## config.mk

```make
export PLATFORM = sky130hd
export DESIGN_NAME = store_buffer
export DESIGN_NICKNAME = d
export VERILOG_FILES = /design/src/rtl/store_buffer_pkg.sv /design/src/rtl/stb_fwd_match.sv /design/src/rtl/store_buffer.sv
export SDC_FILE = /design/constraint.sdc
export NUM_CORES = 1
export LEC_CHECK = 0
export CAP_MARGIN = 10
export CORE_MARGIN = 2
export CORE_UTILIZATION = 60
export CTS_CLUSTER_DIAMETER = 50
export CTS_CLUSTER_SIZE = 12
export DETAILED_ROUTE_END_ITERATION = 16
export HOLD_SLACK_MARGIN = 0.02
export PLACE_DENSITY_LB_ADDON = 0.15
export SLEW_MARGIN = 20
export SYNTH_ARGS = -nofsm -noshare
export SYNTH_HDL_FRONTEND = slang
export SYNTH_SLANG_ARGS = --single-unit
```

## constraint.sdc

```tcl
create_clock -name clk -period 10.7 [get_ports clk]
set_input_delay 2.14 -clock clk [delete_from_list [all_inputs] [get_ports clk]]
set_output_delay 2.14 -clock clk [all_outputs]
set_load 0.005 [all_outputs]
```

## src/rtl/store_buffer_pkg.sv

```systemverilog
// Shared constants and types for the store buffer between the memory stage and the data RAM.
package store_buffer_pkg;

    // Default geometry of the buffer and the RAM interface.
    localparam int STB_DEPTH = 4;
    localparam int STB_AW    = 32;
    localparam int STB_DW    = 32;

    // Stores are whole words; the two low address bits select a byte and are
    // ignored when comparing addresses.
    localparam int WORD_LSB  = 2;

    // What the FIFO does on a given edge.
    typedef enum logic [1:0] {
        OP_IDLE = 2'b00,
        OP_PUSH = 2'b01,
        OP_POP  = 2'b10,
        OP_BOTH = 2'b11
    } stbOp_e;

endpackage

```

## src/rtl/stb_fwd_match.sv

```systemverilog
// Store-to-load forwarding: compares a load word address against every valid
// buffered store and returns the data of the youngest match.
module stb_fwd_match #(
    parameter int DEPTH = 4,
    parameter int WW    = 30,
    parameter int DW    = 32
) (
    input  logic [DEPTH-1:0][WW-1:0]     entryWord,
    input  logic [DEPTH-1:0][DW-1:0]     entryData,
    input  logic [DEPTH-1:0]             entryValid,
    input  logic [$clog2(DEPTH)-1:0]     tailPtr,
    input  logic [WW-1:0]                addrWord,
    output logic                         hit,
    output logic [DW-1:0]                data
);

    localparam int PW = $clog2(DEPTH);

    logic [PW-1:0] idx;

    // Walk the entries from oldest (tail-DEPTH) to youngest (tail-1) so a later
    // match overrides an earlier one and the youngest store wins.
    always_comb begin
        hit  = 1'b0;
        data = '0;
        idx  = '0;
        for (int k = DEPTH; k >= 1; k--) begin
            idx = tailPtr - PW'(k);
            if (entryValid[idx] && (entryWord[idx] == addrWord)) begin
                hit  = 1'b1;
                data = entryData[idx];
            end
        end
    end

endmodule

```

## src/rtl/store_buffer.sv

```systemverilog
// Store buffer: queues word stores from the memory stage, drains them in
// program order over a valid/ready RAM write port and forwards buffered data
// to loads that hit a pending store.
module store_buffer
    import store_buffer_pkg::*;
#(
    parameter int DEPTH = STB_DEPTH,
    parameter int AW    = STB_AW,
    parameter int DW    = STB_DW
) (
    input  logic                      clk,
    input  logic                      reset,
    input  logic                      mem_write_i,
    input  logic                      mem_read_i,
    input  logic [AW-1:0]             addr_i,
    input  logic [DW-1:0]             wdata_i,
    output logic [DW-1:0]             rdata_o,
    input  logic [DW-1:0]             mem_rdata_i,
    output logic                      stall_o,
    output logic                      wr_valid_o,
    output logic [AW-1:0]             wr_addr_o,
    output logic [DW-1:0]             wr_data_o,
    input  logic                      wr_ready_i,
    output logic [$clog2(DEPTH):0]    count_o,
    output logic                      empty_o
);

    localparam int PW = $clog2(DEPTH);
    localparam int CW = PW + 1;
    localparam int WW = AW - WORD_LSB;

    logic [DEPTH-1:0][AW-1:0] entryAddr;
    logic [DEPTH-1:0][DW-1:0] entryData;
    logic [DEPTH-1:0][WW-1:0] entryWord;
    logic [DEPTH-1:0]         entryValid;
    logic [PW-1:0]            headPtr;
    logic [PW-1:0]            tailPtr;
    logic [CW-1:0]            count;

    logic    full;
    logic    empty;
    logic    push;
    logic    pop;
    stbOp_e  op;
    logic    fwdHit;
    logic [DW-1:0] fwdData;

    // Occupancy decides full/empty; pointer equality is ambiguous when wrapped.
    assign full  = (count == CW'(DEPTH));
    assign empty = (count == '0);

    // A pop freeing a slot on the same edge does not admit a store into a full buffer.
    assign push    = mem_write_i && !full;
    assign pop     = !empty && wr_ready_i;
    assign stall_o = mem_write_i && full;

    assign wr_valid_o = !empty;
    assign wr_addr_o  = entryAddr[headPtr];
    assign wr_data_o  = entryData[headPtr];
    assign count_o    = count;
    assign empty_o    = empty;

    // Classify this edge's FIFO activity for the occupancy update.
    always_comb begin
        op = OP_IDLE;
        if (push && pop) begin
            op = OP_BOTH;
        end else if (push) begin
            op = OP_PUSH;
        end else if (pop) begin
            op = OP_POP;
        end
    end

    // Pointers, occupancy and valid bits; reset discards every buffered store at once.
    always_ff @(posedge clk or negedge reset) begin
        if (!reset) begin
            headPtr    <= '0;
            tailPtr    <= '0;
            count      <= '0;
            entryValid <= '0;
        end else begin
            if (push) begin
                tailPtr             <= tailPtr + PW'(1);
                entryValid[tailPtr] <= 1'b1;
            end
            if (pop) begin
                headPtr             <= headPtr + PW'(1);
                entryValid[headPtr] <= 1'b0;
            end
            unique case (op)
                OP_PUSH: count <= count + CW'(1);
                OP_POP:  count <= count - CW'(1);
                default: count <= count;
            endcase
        end
    end

    // Entry payload is only meaningful under its valid bit, so it carries no reset.
    always_ff @(posedge clk) begin
        if (push) begin
            entryAddr[tailPtr] <= addr_i;
            entryData[tailPtr] <= wdata_i;
        end
    end

    // Word-address view of each entry for the forwarding compare.
    always_comb begin
        for (int i = 0; i < DEPTH; i++) begin
            entryWord[i] = entryAddr[i][AW-1:WORD_LSB];
        end
    end

    stb_fwd_match #(
        .DEPTH (DEPTH),
        .WW    (WW),
        .DW    (DW)
    ) uFwdMatch (
        .entryWord  (entryWord),
        .entryData  (entryData),
        .entryValid (entryValid),
        .tailPtr    (tailPtr),
        .addrWord   (addr_i[AW-1:WORD_LSB]),
        .hit        (fwdHit),
        .data       (fwdData)
    );

    // A store and load together is illegal; the store proceeds and the load sees RAM data.
    assign rdata_o = (mem_read_i && !mem_write_i && fwdHit) ? fwdData : mem_rdata_i;

endmodule

```

==> run metrics <==
most frequent cells in the layout=mux4_2, edfxtp_1, clkdlybuf4s50_1, xnor2_1, mux2i_1; Tcrit/Tclk final=86.49%; Pwr Density=~300 nW/um^2; Mapped Avg Cell Area=15.23 um^2; CTS Buffer Depth=3; post-layout min period=9255 ps; crit path DAT=7110 ps; final hold violations=0; share of cells above drive strength 1=29.87%; setup violators final=0; CP max FO=52; DRT Pass-1 Iters=6; # resized after CTS=0; CP Launch Type=flop; DRC viols=0; CTS tree=built; Core Footprint=32,370 um^2; EDFF count, synth=256; vias in the first global route=around 13,000; Port Buffers=between 200 and 250; CTS root buffer=clkbuf_16; Max rail drop VDD=0.2709 mV; final setup margin=~1400 ps; critical path required time=8560 ps; Hold Crit Class=reg2reg; total CTS buffers=34; CP cell instances=inv_2 -> ha_4 -> buf_4 -> mux4_2 -> xnor2_1 -> nand4_1 -> nor4_1 -> or4b_1 -> or4b_1 -> buf_4 -> nand3b_2 -> nand2_4 -> o31ai_2 -> clkdlybuf4s50_1; largest net degree at the start of global routing=66; area of the mapped netlist=about 20,000 um^2; CTS hold repair buffers=0; Filler Cell Count=2,186; fin cells=between 1,500 and 2,000; die area=34,100 um^2; Placed Instances=approximately 1,800; most common cell after layout, fill and taps aside=mux4_2; Overall Global Routing Usage=31.28%; slew at the pin with the worst max-slew slack=1128 ps; slowest CP cell=ha_4; critical path class=reg2out; slew margin rel.=around 25%; CP Buf/Inv Count=4; cell family with most CP delay=simple AND/OR/NAND/NOR gates; number of I/O pins=around 200; Worst-path clk slew=60 ps; Pwr Total=6.653 mW; Netlist cell types=74; FFs w/ async S/R, synth=4.120%; crit end category=output pin; Layout Skew=roughly 21 ps; top_reg_cell synth=edfxtp_1; Setup Buffers After CTS=0; antenna violations before repair=2; area grow syn2layout=16.22%; max-cap check violation count=0; register area=7978 um^2; clock latency on the worst-skew pair=approximately 510 ps; number of H-tree levels=2; per-cell routed wire length=about 28 um; clock sinks=267; Crit path largest cell delay=a little over 900 ps; total congestion overflow=0; Vias=between 10,000 and 15,000; Place WS=1909 ps; Leak Pwr=7.657 nW; Die H=184.7 um; TNS Setup=0 ps; sequential area share after synthesis=40.66%; RSZ-0062 raised after global routing=false; nets=1,527; Final Wtd Congestion=0.9968; post-route antenna net violation count=0; Multi-input gate area=10,880 um^2; vias per std cell=7.116; outcome=finished, final reports clean; HPWL after detailed placement=34.97 mm; Final Hold Slack=about 540 ps; # rows=66; syn nets=roughly 1,400; Max Slew Vio Count=0; achievable frequency=108.1 MHz; DRT Wirelength=52.46 mm; global-route wire length before repair=roughly 80 mm; gate count of the mapped netlist=1,286; Seq cells post-synth=between 200 and 300; Starting Density=slightly above 60%; drt initial violations=1,665; Die Wd=184.7 um; Syn. warnings=0
-- stage by stage --
step / utilization (%) / cell area [um^2]
2_1_floorplan: - / 19580
3_3_place_gp: 66.91 / 21660
3_5_place_dp: 66.91 / 21660
4_1_cts: 70.26 / 22740
5_1_grt: 70.27 / 22750
6_report: 70.30 / 22760
-- layout make-up --
cell class | instances | share of cell area (%)
diodes | 4 | 0.04398
clock buffers | 41 | 4.222
clock inverters | 15 | 0.5388
inverters | 21 | 0.3464
multi-input cells | 870 | 47.80
flip-flops and latches | 267 | 35.05
well taps | 442 | 2.430
repair buffers | 222 | 9.561
-- cells in the mapped netlist (all sizes together) (6+ instances only) --
master   number  area, um^2
mux4        263        5923
edfxtp      256        7687
xnor2        97       849.6
mux2i        89       890.9
buf          72       500.5
nand2        72       277.8
clkbuf       56       211.5
nor2         53       209.0
a221oi       35       494.2
o31ai        33       397.9
a21o         32       240.2
inv          21       78.82
o21ai        15       75.07
xor2         14       122.6
nand4        13       81.33
dfrtp        11       275.3
mux2         11       123.9
nand3        11       55.05
o22ai        11       75.07
ha            9       112.6
a21oi         7       35.03
nor3          7       46.30
o211ai        7       52.55
a2111oi       6       52.55
o221ai        6       52.55
-- report_power, final --
group / switching [mW] / internal, mW
Clock: 0.430 / 0.664
Sequential: 0.332 / 1.40
Combinational: 1.78 / 2.05
Total: 2.54 / 4.11
-- logic make-up after synthesis --
group | synth area share [%]
multiplexers | 35.43
flip-flops | 40.66
AO/OA/AOI/OAI | 9.507
AND/OR/NAND/NOR | 4.722
buffers and inverters | 4.038
XOR/XNOR | 4.965
adder cells (fa/ha/maj) | 0.6773
-- path summary, 6_finish.rpt --
| check | cells past startpoint | end | slack, ps | startpoint |
|---|---|---|---|---|
| hold / removal | 1 | count_o[2]$_DFFE_PN0P_ | 540 | count_o[2]$_DFFE_PN0P_ |
| max in group asynchronous | 1 | tailPtr[1]$_DFFE_PN0P_ | 8320 | reset |
| setup reg to reg | 4 | entryData[126]$_DFFE_PP_ | 7050 | tailPtr[1]$_DFFE_PN0P_ |
| hold reg to reg | 1 | count_o[2]$_DFFE_PN0P_ | 540 | count_o[2]$_DFFE_PN0P_ |
| setup / recovery | 14 | rdata_o[20] | 1450 | tailPtr[0]$_DFFE_PN0P_ |
| min in group asynchronous | 1 | count_o[2]$_DFFE_PN0P_ | 1980 | reset |
-- metal layers --
layer  global-route usage [%]  share of wire, %
met2                    50.12                49
met5                        0                 0
met4                    10.13               3.3
met3                    4.624               8.6
met1                    44.80                39
-- state kept, by name (all words and copies together), names as in the netlist --
register and cells:
tailPtr 2, entryAddr 128, headPtr 2, entryData 128, count_o 3, entryValid 4
Note: power is estimated with default switching activity, not from simulation.
